[src/rtl/spi_txn_queue_if.sv]
// Host and SPI-master signal bundle for spi_txn_queue.
// The slave modport is the queue's view; the master modport is the host/SPI-master side.
interface spi_txn_queue_if #(
  parameter int CW = 4
);
  logic          wr_en;
  logic [7:0]    wr_data;
  logic          tx_full;
  logic          rd_en;
  logic [7:0]    rd_data;
  logic          rx_empty;
  logic [CW-1:0] tx_count;
  logic [CW-1:0] rx_count;
  logic          run;
  logic          clr_err;
  logic          ovf_err;
  logic          unf_err;
  logic          tmo_err;
  logic          busy;
  logic [7:0]    m_data_in;
  logic          m_start;
  logic [7:0]    m_data_out;
  logic          m_done;

  modport slave (
    input  wr_en, wr_data, rd_en, run, clr_err, m_data_out, m_done,
    output tx_full, rd_data, rx_empty, tx_count, rx_count,
           ovf_err, unf_err, tmo_err, busy, m_data_in, m_start
  );

  modport master (
    output wr_en, wr_data, rd_en, run, clr_err, m_data_out, m_done,
    input  tx_full, rd_data, rx_empty, tx_count, rx_count,
           ovf_err, unf_err, tmo_err, busy, m_data_in, m_start
  );
endinterface

[src/rtl/spi_txn_queue.sv]
// TX/RX byte queues around an SPI master: pops TX bytes, launches a transfer,
// and stores the returned byte in the RX queue, with timeout and sticky errors.
//
// state    | meaning
// S_IDLE   | waiting for run, a TX byte and guaranteed RX space
// S_LAUNCH | pop TX head into hold register, pulse m_start, arm timer
// S_WAIT   | wait for m_done rising edge or timer terminal count
module spi_txn_queue #(
  parameter int DEPTH   = 8,
  parameter int TIMEOUT = 64
) (
  input  logic              clk,
  input  logic              rst_n,
  spi_txn_queue_if.slave    bus
);
  localparam int AW = $clog2(DEPTH);
  localparam int CW = AW + 1;
  localparam int TW = $clog2(TIMEOUT + 1);

  typedef enum logic [1:0] {
    S_IDLE   = 2'd0,
    S_LAUNCH = 2'd1,
    S_WAIT   = 2'd2
  } state_t;

  state_t        state_q, state_d;
  logic [TW-1:0] tmr_q, tmr_d;
  logic          done_d;
  logic [7:0]    hold_q;

  logic [7:0]    tx_mem [DEPTH];
  logic [7:0]    rx_mem [DEPTH];
  logic [CW-1:0] tx_wptr, tx_rptr, rx_wptr, rx_rptr;
  logic [CW-1:0] tx_cnt, rx_cnt;
  logic          tx_full, rx_empty;
  logic          push_ok, tx_pop, rx_wr, rx_pop, tmo_hit, done_rise, inflight, rx_room;
  logic          ovf_q, unf_q, tmo_q;

  // Pointers carry one extra wrap bit so the difference is the occupancy.
  assign tx_cnt   = tx_wptr - tx_rptr;
  assign rx_cnt   = rx_wptr - rx_rptr;
  assign tx_full  = (tx_cnt == CW'(DEPTH));
  assign rx_empty = (rx_cnt == '0);

  assign push_ok   = bus.wr_en & ~tx_full;
  assign rx_pop    = bus.rd_en & ~rx_empty;
  assign tx_pop    = (state_q == S_LAUNCH);
  assign done_rise = bus.m_done & ~done_d;
  assign inflight  = (state_q != S_IDLE);
  assign rx_room   = (({1'b0, rx_cnt} + {{CW{1'b0}}, inflight}) < (CW+1)'(DEPTH));

  always_comb begin
    state_d = state_q;
    tmr_d   = tmr_q;
    rx_wr   = 1'b0;
    tmo_hit = 1'b0;
    case (state_q)
      S_IDLE: begin
        if (bus.run && (tx_cnt != '0) && rx_room) state_d = S_LAUNCH;
      end
      S_LAUNCH: begin
        tmr_d   = TW'(TIMEOUT);
        state_d = S_WAIT;
      end
      S_WAIT: begin
        if (done_rise) begin
          rx_wr   = 1'b1;
          state_d = S_IDLE;
        end else if (tmr_q == TW'(1)) begin
          tmo_hit = 1'b1;
          state_d = S_IDLE;
        end else begin
          tmr_d = tmr_q - TW'(1);
        end
      end
      default: state_d = S_IDLE;
    endcase
  end

  always_ff @(posedge clk or negedge rst_n) begin
    if (!rst_n) begin
      state_q <= S_IDLE;
      tmr_q   <= '0;
      done_d  <= 1'b0;
      hold_q  <= 8'h00;
      tx_wptr <= '0;
      tx_rptr <= '0;
      rx_wptr <= '0;
      rx_rptr <= '0;
      ovf_q   <= 1'b0;
      unf_q   <= 1'b0;
      tmo_q   <= 1'b0;
    end else begin
      state_q <= state_d;
      tmr_q   <= tmr_d;
      done_d  <= bus.m_done;
      if (tx_pop) hold_q <= tx_mem[tx_rptr[AW-1:0]];
      if (push_ok) tx_wptr <= tx_wptr + CW'(1);
      if (tx_pop)  tx_rptr <= tx_rptr + CW'(1);
      if (rx_wr)   rx_wptr <= rx_wptr + CW'(1);
      if (rx_pop)  rx_rptr <= rx_rptr + CW'(1);
      // A new error event wins over a same-cycle clear.
      ovf_q <= (bus.wr_en & tx_full)  | (ovf_q & ~bus.clr_err);
      unf_q <= (bus.rd_en & rx_empty) | (unf_q & ~bus.clr_err);
      tmo_q <= tmo_hit                | (tmo_q & ~bus.clr_err);
    end
  end

  always_ff @(posedge clk) begin
    if (push_ok) tx_mem[tx_wptr[AW-1:0]] <= bus.wr_data;
    if (rx_wr)   rx_mem[rx_wptr[AW-1:0]] <= bus.m_data_out;
  end

  // During LAUNCH the head is shown directly so m_data_in is valid with m_start.
  assign bus.m_data_in = (state_q == S_LAUNCH) ? tx_mem[tx_rptr[AW-1:0]] : hold_q;
  assign bus.m_start   = (state_q == S_LAUNCH);
  assign bus.busy      = inflight;
  assign bus.tx_full   = tx_full;
  assign bus.rx_empty  = rx_empty;
  assign bus.tx_count  = tx_cnt;
  assign bus.rx_count  = rx_cnt;
  assign bus.rd_data   = rx_mem[rx_rptr[AW-1:0]];
  assign bus.ovf_err   = ovf_q;
  assign bus.unf_err   = unf_q;
  assign bus.tmo_err   = tmo_q;
endmodule

[src/flat_wrapper.sv]
// flat-port wrapper written by rule: the top's interface ports become plain ports
module spi_txn_queue_flat 
#(
  parameter int DEPTH   = 8,
  parameter int TIMEOUT = 64
)
  (clk, rst_n, bus_wr_en, bus_wr_data, bus_rd_en, bus_run, bus_clr_err, bus_m_data_out, bus_m_done, bus_tx_full, bus_rd_data, bus_rx_empty, bus_tx_count, bus_rx_count, bus_ovf_err, bus_unf_err, bus_tmo_err, bus_busy, bus_m_data_in, bus_m_start);
  spi_txn_queue_if #(.CW((4))) bus_i ();
  input  logic clk;
  input  logic rst_n;
  input wire logic [$bits(bus_i.wr_en)-1:0] bus_wr_en;
  input wire logic [$bits(bus_i.wr_data)-1:0] bus_wr_data;
  input wire logic [$bits(bus_i.rd_en)-1:0] bus_rd_en;
  input wire logic [$bits(bus_i.run)-1:0] bus_run;
  input wire logic [$bits(bus_i.clr_err)-1:0] bus_clr_err;
  input wire logic [$bits(bus_i.m_data_out)-1:0] bus_m_data_out;
  input wire logic [$bits(bus_i.m_done)-1:0] bus_m_done;
  output wire logic [$bits(bus_i.tx_full)-1:0] bus_tx_full;
  output wire logic [$bits(bus_i.rd_data)-1:0] bus_rd_data;
  output wire logic [$bits(bus_i.rx_empty)-1:0] bus_rx_empty;
  output wire logic [$bits(bus_i.tx_count)-1:0] bus_tx_count;
  output wire logic [$bits(bus_i.rx_count)-1:0] bus_rx_count;
  output wire logic [$bits(bus_i.ovf_err)-1:0] bus_ovf_err;
  output wire logic [$bits(bus_i.unf_err)-1:0] bus_unf_err;
  output wire logic [$bits(bus_i.tmo_err)-1:0] bus_tmo_err;
  output wire logic [$bits(bus_i.busy)-1:0] bus_busy;
  output wire logic [$bits(bus_i.m_data_in)-1:0] bus_m_data_in;
  output wire logic [$bits(bus_i.m_start)-1:0] bus_m_start;
  assign bus_i.wr_en = bus_wr_en;
  assign bus_i.wr_data = bus_wr_data;
  assign bus_i.rd_en = bus_rd_en;
  assign bus_i.run = bus_run;
  assign bus_i.clr_err = bus_clr_err;
  assign bus_i.m_data_out = bus_m_data_out;
  assign bus_i.m_done = bus_m_done;
  assign bus_tx_full = bus_i.tx_full;
  assign bus_rd_data = bus_i.rd_data;
  assign bus_rx_empty = bus_i.rx_empty;
  assign bus_tx_count = bus_i.tx_count;
  assign bus_rx_count = bus_i.rx_count;
  assign bus_ovf_err = bus_i.ovf_err;
  assign bus_unf_err = bus_i.unf_err;
  assign bus_tmo_err = bus_i.tmo_err;
  assign bus_busy = bus_i.busy;
  assign bus_m_data_in = bus_i.m_data_in;
  assign bus_m_start = bus_i.m_start;
  spi_txn_queue #(.DEPTH(DEPTH), .TIMEOUT(TIMEOUT)) u_core (.clk(clk), .rst_n(rst_n), .bus(bus_i));
endmodule
[config.mk]
export PLATFORM = sky130hd
export DESIGN_NAME = spi_txn_queue_flat
export DESIGN_NICKNAME = d
export VERILOG_FILES = /design/src/rtl/spi_txn_queue_if.sv /design/src/rtl/spi_txn_queue.sv /design/src/flat_wrapper.sv
export SDC_FILE = /design/constraint.sdc
export NUM_CORES = 1
export LEC_CHECK = 0
export BUFFER_PORTS_ARGS = -buffer_cell sky130_fd_sc_hd__clkbuf_2
export CORE_ASPECT_RATIO = 0.5
export CORE_MARGIN = 1
export CORE_UTILIZATION = 60
export DETAILED_ROUTE_END_ITERATION = 10
export PLACE_DENSITY = 0.89
export SLEW_MARGIN = 5
export SYNTH_ARGS = -nofsm -noshare
export SYNTH_HDL_FRONTEND = slang
export SYNTH_SLANG_ARGS = --single-unit
[constraint.sdc]
create_clock -name clk -period 10.25 [get_ports clk]
set_input_delay 0.5125 -clock clk [delete_from_list [all_inputs] [get_ports clk]]
set_output_delay 0.5125 -clock clk [all_outputs]
set_load 0.01 [all_outputs]
==> results.md, run 1 <==
* Status: complete, no violations
* WP buf/inv at 2
* CTS hold repair buffers at 0
* Fillers at 656
* Post-DP HPWL at 8620 um
* Period utilization at 34.6%
* Overflow after GRT at 0
* First-pass GRT wire length at 21,100 um
* Unrepaired setup endpoints after global routing: false
* Clock tree sinks at 165
* Num rows at 27
* Cell Int Power at 1.60 mW
* Grt met1 use at 35.4%
* Post-layout min period at 3.55 ns
* Final antenna-violating net count at 0
* Vias at 3,850
* Final net count at 530
* Hold Fails Final Rpt at 0
* Slew HR at 15.8%
* Cells resized by post-CTS repair at 0
* First DRT Iteration DRCs at 285
* Critical Path RT at 10.28 ns
* CTS buffer count at 17
* DRC viols at 0
* Sw Ratio at 35.0%
* Worst-margin pin slew at 1.25 ns
* Met3 usage at 5.36%
* Share of cells above drive strength 1 at 27.4%
* Chip width at 154 um
* Post-Syn Area at 6920 um^2
* Hold Crit Class: in -> async
* Drt total wl at 13,500 um
* M2 GR Usage at 37.6%
* VDD IR-drop max at 0.164 mV
* Core area at 11,100 um^2
* Post-synth EDFFs at 128
* Port bufs at 53
* Number of synthesized register bits at 165
* Initial antenna violation count at 0
* Clock transition at path regs at 0.07 ns
* Routability congestion estimate at 0.799
* Crit end category: flop
* Ys async rst share at 22.4%
* F_max at 282 MHz
* Crit-path cells: inv_1 -> fa_1 -> xor2_1 -> or3_1 -> o31ai_2 -> buf_4 -> nor3_1
* Wire per inst at 20.8 um
* H-Tree Depth at 4
* P&R area growth vs syn at 14.6%
* CTS tree: done
* Delay-heaviest family, CP: simple AND/OR/NAND/NOR gates
* Skew final at 0.0117 ns
* Unique masters post-synth at 50
* Longest Clk Path Bufs at 2
* Die ar. at 12,000 um^2
* CP max stage cell: nor3_1
* Post-synth top flop: edfxtp_1
* NetSw at 0.861 mW
* Worst path max stage delay at 1.00 ns
* Synth Instances at 425
* Avg Inst Size Synth at 16.3 um^2
* CTS root buffer: clkbuf_16
* Setup Buffers After CTS at 0
* Final setup TNS at 0 ns
* Crit Path Class: reg -> reg
* Ports at 54
* Max_cap viols at 0
* Die height at 77.9 um
* Post-synthesis sequential area ratio at 68.9%
* Vias in the first global route at 3,748
* Pre-antenna DRT Iters at 4
* GRT Resource Usage Total at 24.7%
* Clock power share at 25.3%
* Initial core utilization at 62.3%
* Type of origin of the critical path: flop
* Most Crowded Layer GR: met2
* Total Power at 2.46 mW
* Syn_nets at 465
* Leakage power at 2.98 nW
* YS warnings at 0
* Pwr/cell area at 310 nW/um^2
* Maximum number of pins on one net before global-route repair at 38
* Via density per instance at 5.94
* Final max-slew violation count at 0
* Final number of setup-violating endpoints at 0
* Critical path data arrival time at 3.58 ns
* Crit Path Max Fanout at 19
* R2r setup slk at 6.70 ns
* Skew-Pair Late Insertion Delay at 0.42 ns
* Reg power frac at 38.9%
* Combinational power share at 35.8%
* Ant diodes at 0
[metrics by stage]
stage          setup slack (ns)  area (um^2)  std cells  hold slack [ns]  util [%]
2_1_floorplan              6.77         6920        425            0.217         -
3_3_place_gp               7.01         7350        616            0.482      66.2
3_5_place_dp               6.80         7350        616            0.484      66.2
4_1_cts                    6.72         7930        648            0.233      71.4
5_1_grt                    6.51         7930        648            0.243      71.4
6_report                   6.70         7930        648            0.236      71.4
[final timing paths]
check / cells past startpoint / end / from
min reg2reg: 1 / u_core.tx_rptr[3]$_DFFE_PN0P_ / u_core.tx_rptr[3]$_DFFE_PN0P_
max reg2reg: 7 / u_core.tx_mem[7][0]$_DFFE_PP_ / u_core.tx_rptr[1]$_DFFE_PN0P_
min in group clk: 1 / u_core.done_d$_DFF_PN0_ / bus_m_done
min: 1 / u_core.tx_rptr[1]$_DFFE_PN0P_ / rst_n
max: 7 / u_core.tx_mem[7][0]$_DFFE_PP_ / u_core.tx_rptr[1]$_DFFE_PN0P_
max in group asynchronous: 1 / u_core.rx_wptr[3]$_DFFE_PN0P_ / rst_n
[layout by cell type (no fill, tap or decap), types with 10 or more instances in the layout]
master     Yosys  layout
edfxtp_1     128     128
nand2_1       57      57
clkbuf_2       0      53
dfrtp_1       37      37
mux4_2        32      32
inv_1         20      20
nor2_1        18      18
clkbuf_16      0      17
ha_1          15      15
xnor2_1       10      10
[cell families after synthesis]
kind of cell    Yosys count  synth area share (%)
compound gates           35                  3.69
xor+xnor                 17                  2.15
fa+ha+maj                17                  3.29
buf+inv                  38                  2.53
flops                   165                  68.9
mux                      39                  11.6
simple gates            114                  7.85
[routing by layer]
layer  wire, um  up-vias
met1       5920     1954
met4        216        0
met3        893       18
met2       6430      139
met5          0        -
li1           -     1739
[power groups by stage]
stage / clock [mW] / sequential, mW / combinational (mW)
2_1_floorplan: 0 / 0.904 / 0.670
4_1_cts: 0.627 / 0.956 / 0.888
3_3_place_gp: 0 / 0.957 / 0.849
5_1_grt: 0.651 / 0.971 / 0.974
6_report: 0.621 / 0.956 / 0.880
3_5_place_dp: 0 / 0.965 / 0.877
[layout make-up]
cell class	count	area, um^2	share of cell area [%]
Timing Repair Buffer	62	333	4.20
Inverter	22	82.6	1.04
Clock buffer	19	433	5.46
Clock inverter	13	146	1.85
Sequential cell	165	4770	60.1
Tap cell	145	181	2.29
Multi-Input combinational cell	222	1990	25.0
[registers in the layout, indices dropped and copies added, names as in the netlist]
name,count
u_core.bus.ovf_err,1
u_core.bus.tmo_err,1
u_core.bus.unf_err,1
u_core.done_d,1
u_core.hold_q,8
u_core.rx_mem,64
u_core.rx_rptr,4
u_core.rx_wptr,4
u_core.state_q,2
u_core.tmr_q,7
u_core.tx_mem,64
u_core.tx_rptr,4
u_core.tx_wptr,4
[synthesized netlist by cell type, drive strengths merged (2+ instances only)]
library cell / n / area (um^2)
edfxtp: 128 / 3840
nand2: 58 / 220
dfrtp: 37 / 926
mux4: 32 / 721
inv: 20 / 75.1
nor2: 19 / 73.8
ha: 15 / 188
buf: 10 / 70.1
xnor2: 10 / 87.6
a31oi: 8 / 50.1
nor3: 8 / 45.0
o21ai: 8 / 40.0
xor2: 7 / 61.3
a21oi: 6 / 30.0
clkbuf: 6 / 22.5
nand3b: 5 / 37.5
nor4: 5 / 31.3
mux2: 4 / 48.8
or3: 4 / 25.0
a22o: 3 / 26.3
mux2i: 3 / 30.0
nand2b: 3 / 18.8
and3b: 2 / 21.3
clkinv: 2 / 7.51
fa: 2 / 40.0
nand3: 2 / 10.0
nor4b: 2 / 17.5
o31ai: 2 / 25.0
Power figures use the tool's default switching activity.
==> inputs of run 2 (changes only) <==
ABC_AREA = 1   (was default)
CORE_UTILIZATION = 54   (was 60)
PLACE_DENSITY = 0.85   (was 0.89)
clock period = 3 ns   (was 10.25 ns; I/O delays follow)
==> run 2 against run 1 <==
Effect of this change: final cell count grew 31%; cell area grew 2.7%; synthesized cell count grew 41%; sequential power grew to 3.2 times the previous value; worst hold slack lost 0.22 ns; clock skew shrank 0.0024 ns; flip-flop and latch count is the same; combinational power grew to 4.0 times the previous value.
==> results.md, run 2 <==
* Status: complete, no violations
* Die height at 82.4 um (+5.7%)
* F_max at 353 MHz
* Worst path max stage delay at 0.51 ns (-0.49 ns)
* Combinational power share at 40.2% (+4.4 points)
* Unique masters post-synth at 29 (-42%)
* Final net count at 713 (+35%)
* Longest Clk Path Bufs at 2 (unchanged)
* Critical Path RT at 2.85 ns (-7.43 ns)
* Ant diodes at 0 (unchanged)
* YS warnings at 0 (unchanged)
* Fillers at 839 (+28%)
* Post-synthesis sequential area ratio at 68.3% (-0.64 points)
* NetSw at 3.50 mW (+310%)
* Type of origin of the critical path: flop
* CTS buffer count at 17 (unchanged)
* Avg Inst Size Synth at 11.7 um^2 (-28%)
* Share of cells above drive strength 1 at 17.6% (-9.8 points)
* Final setup margin at 0.166 ns (-6.53 ns)
* Most Crowded Layer GR: met2
* H-Tree Depth at 4 (unchanged)
* Leakage power at 3.26 nW (+9.3%)
* WP buf/inv at 3 (+1)
* Final number of setup-violating endpoints at 0 (unchanged)
* Ports at 54 (unchanged)
* DRC viols at 0 (unchanged)
* Via density per instance at 5.77 (-2.8%)
* Skew final at 0.00929 ns (-0.00237 ns)
* Final setup TNS at 0 ns (unchanged)
* Max_cap viols at 0 (unchanged)
* CTS tree: done
* Skew-Pair Late Insertion Delay at 0.42 ns (about the same)
* Top-count cell post-synth: edfxtp_1
* Cell taking the most area after synthesis: edfxtp_1
* Post-layout min period at 2.83 ns
* Worst-margin pin slew at 1.06 ns (-0.194 ns)
* Hold Fails Final Rpt at 0 (unchanged)
* Wire per inst at 18.9 um (-9.1%)
* Setup Buffers After CTS at 0 (unchanged)
* Pwr/cell area at 1080 nW/um^2 (+250%)
* Most common cell after layout, fill and taps aside: edfxtp_1
* Synth Instances at 599 (+41%)
* First-pass GRT wire length at 24,600 um (+17%)
* Num rows at 28 (+3.7%)
* Cell Int Power at 5.31 mW (+230%)
* Post-synth EDFFs at 128 (unchanged)
* Initial core utilization at 57.3% (-5.0 points)
* Commonest non-fill, non-tap cells in the layout: 128 x edfxtp_1, 90 x nand2_1, 86 x nor2_1
* Post-Syn Area at 6980 um^2 (+0.94%)
* Setup WS pre-CTS at 0.175 ns (-6.62 ns)
* Initial antenna violation count at 0 (unchanged)
* Drt total wl at 16,100 um (+19%)
* First DRT Iteration DRCs at 504 (+77%)
* Syn_nets at 639 (+37%)
* Post-DP HPWL at 10,300 um (+20%)
* Grt met1 use at 32.7% (-2.7 points)
* Reg power frac at 35.0% (-3.9 points)
* P&R area growth vs syn at 16.7%
* Crit end category: output port
* Number of synthesized register bits at 165 (unchanged)
* Unrepaired setup endpoints after global routing: false
* CTS root buffer: clkbuf_16
* Slew HR at 29.4% (+14 points)
* Final max-slew violation count at 0 (unchanged)
* Post-synth top flop: edfxtp_1
* Crit Path Max Fanout at 36 (+17)
* Final antenna-violating net count at 0 (unchanged)
* Chip width at 163 um (+5.8%)
* M2 GR Usage at 41.9% (+4.3 points)
* Clock tree sinks at 165 (unchanged)
* Sw Ratio at 39.8% (+4.7 points)
* CP max stage cell: clkinvlp_4
* Maximum number of pins on one net before global-route repair at 38 (unchanged)
* Core area at 12,200 um^2 (+9.7%)
* VDD IR-drop max at 0.659 mV (+300%)
* Clock transition at path regs at 0.07 ns (about the same)
* R2r setup slk at 0.24 ns (-6.46 ns)
* Overflow after GRT at 0 (unchanged)
* Vias in the first global route at 4,742 (+27%)
* GRT Resource Usage Total at 25.1% (+0.42 points)
* Hold Crit Class: in -> reg
* Main area contributors after synthesis: edfxtp_1 55%, dfrtp_1 13%, o21ai_0 5.1%
* Crit Path Class: reg -> out
* Synth top cells by count: 128 x edfxtp_1, 90 x nand2_1, 88 x nor2_1
* Pre-antenna DRT Iters at 5 (+1)
* Port bufs at 53 (unchanged)
* Die ar. at 13,400 um^2 (+12%)
* Post-synth top area share at 55.0% (-0.52 points)
* Ys async rst share at 22.4% (unchanged)
* Critical path data arrival time at 2.68 ns (-0.90 ns)
* Vias at 4,912 (+28%)
* Crit-path cells: buf_4 -> clkinvlp_4 -> o21ai_0 -> o221ai_1 -> o211ai_1 -> nand2_1 -> clkbuf_2
* Delay-heaviest family, CP: buffers and inverters
* Routability congestion estimate at 0.953 (+19%)
* Period utilization at 94.5%
* Clock power share at 24.9% (-0.4 points)
* Met3 usage at 4.80% (-0.57 points)
## run 2: cell families (layout without fill, tap and decap cells)
kind of cell	count (synthesis)	count (layout)	synth area share [%]
and+or+nand+nor	218	218	12.9
DFF	165	165	68.3
AOI/OAI and AO/OA	117	117	9.57
buffers and inverters	66	153	3.96
adders and majority gates	17	17	3.26
xor gates and xnor gates	16	16	2.01
## run 2: routing by layer
layer | vias to the layer above | wire length, um
li1 | 2243 | -
met1 | 2408 | 6880
met2 | 222 | 7670
met3 | 39 | 1090
met4 | 0 | 417
met5 | - | 0
## run 2: final timing paths
path | startpoint | to | cells after the start
max | u_core.tx_rptr[0]$_DFFE_PN0P_ | bus_m_data_in[7] | 7
max reg2reg | u_core.tx_rptr[2]$_DFFE_PN0P_ | u_core.tx_mem[0][4]$_DFFE_PP_ | 11
min in group asynchronous | rst_n | u_core.rx_wptr[3]$_DFFE_PN0P_ | 2
min | bus_m_data_out[2] | u_core.rx_mem[3][2]$_DFFE_PP_ | 1
min reg2reg | u_core.hold_q[1]$_DFF_PN0_ | u_core.hold_q[1]$_DFF_PN0_ | 2
max in group asynchronous | rst_n | u_core.hold_q[1]$_DFF_PN0_ | 2
## run 2: cell type report
cell class / instances / area, um^2 / share of cell area [%]
multi-input combinational: 368 / 1950 / 23.9
sequential: 165 / 4770 / 58.5
tap: 165 / 206 / 2.53
clock inverter: 15 / 169 / 2.07
timing repair buffer: 78 / 465 / 5.71
inverter: 43 / 165 / 2.03
clock buffer: 17 / 425 / 5.22
## run 2: stage by stage
stage               total power [mW]  hold WS (ns)  util [%]  instance area, um^2  std cells
floorplan                       5.41        -0.146         -                 6980        599
global placement                6.37         0.274      61.4                 7490        814
detailed placement              6.52         0.281      61.4                 7490        814
CTS                             8.77       0.00108      66.7                 8140        851
global route                    9.30        0.0192      66.9                 8150        851
finish                          8.81        0.0213      66.9                 8150        851
## run 2: what timing repair did
item,4_1_cts,5_1_grt
setup endpoints to repair,0,27
hold buffers,5,0
hold endpoints to repair,48,0
resized for setup,0,4
## run 2: power groups by stage
stage,Clock [mW],Sequential (mW),Combinational [mW]
final,2.19,3.08,3.54
after global routing,2.29,3.12,3.90
after CTS,2.22,3.08,3.48
after detailed placement,0,3.12,3.41
after global placement,0,3.10,3.27
after floorplan,0,3.05,2.36
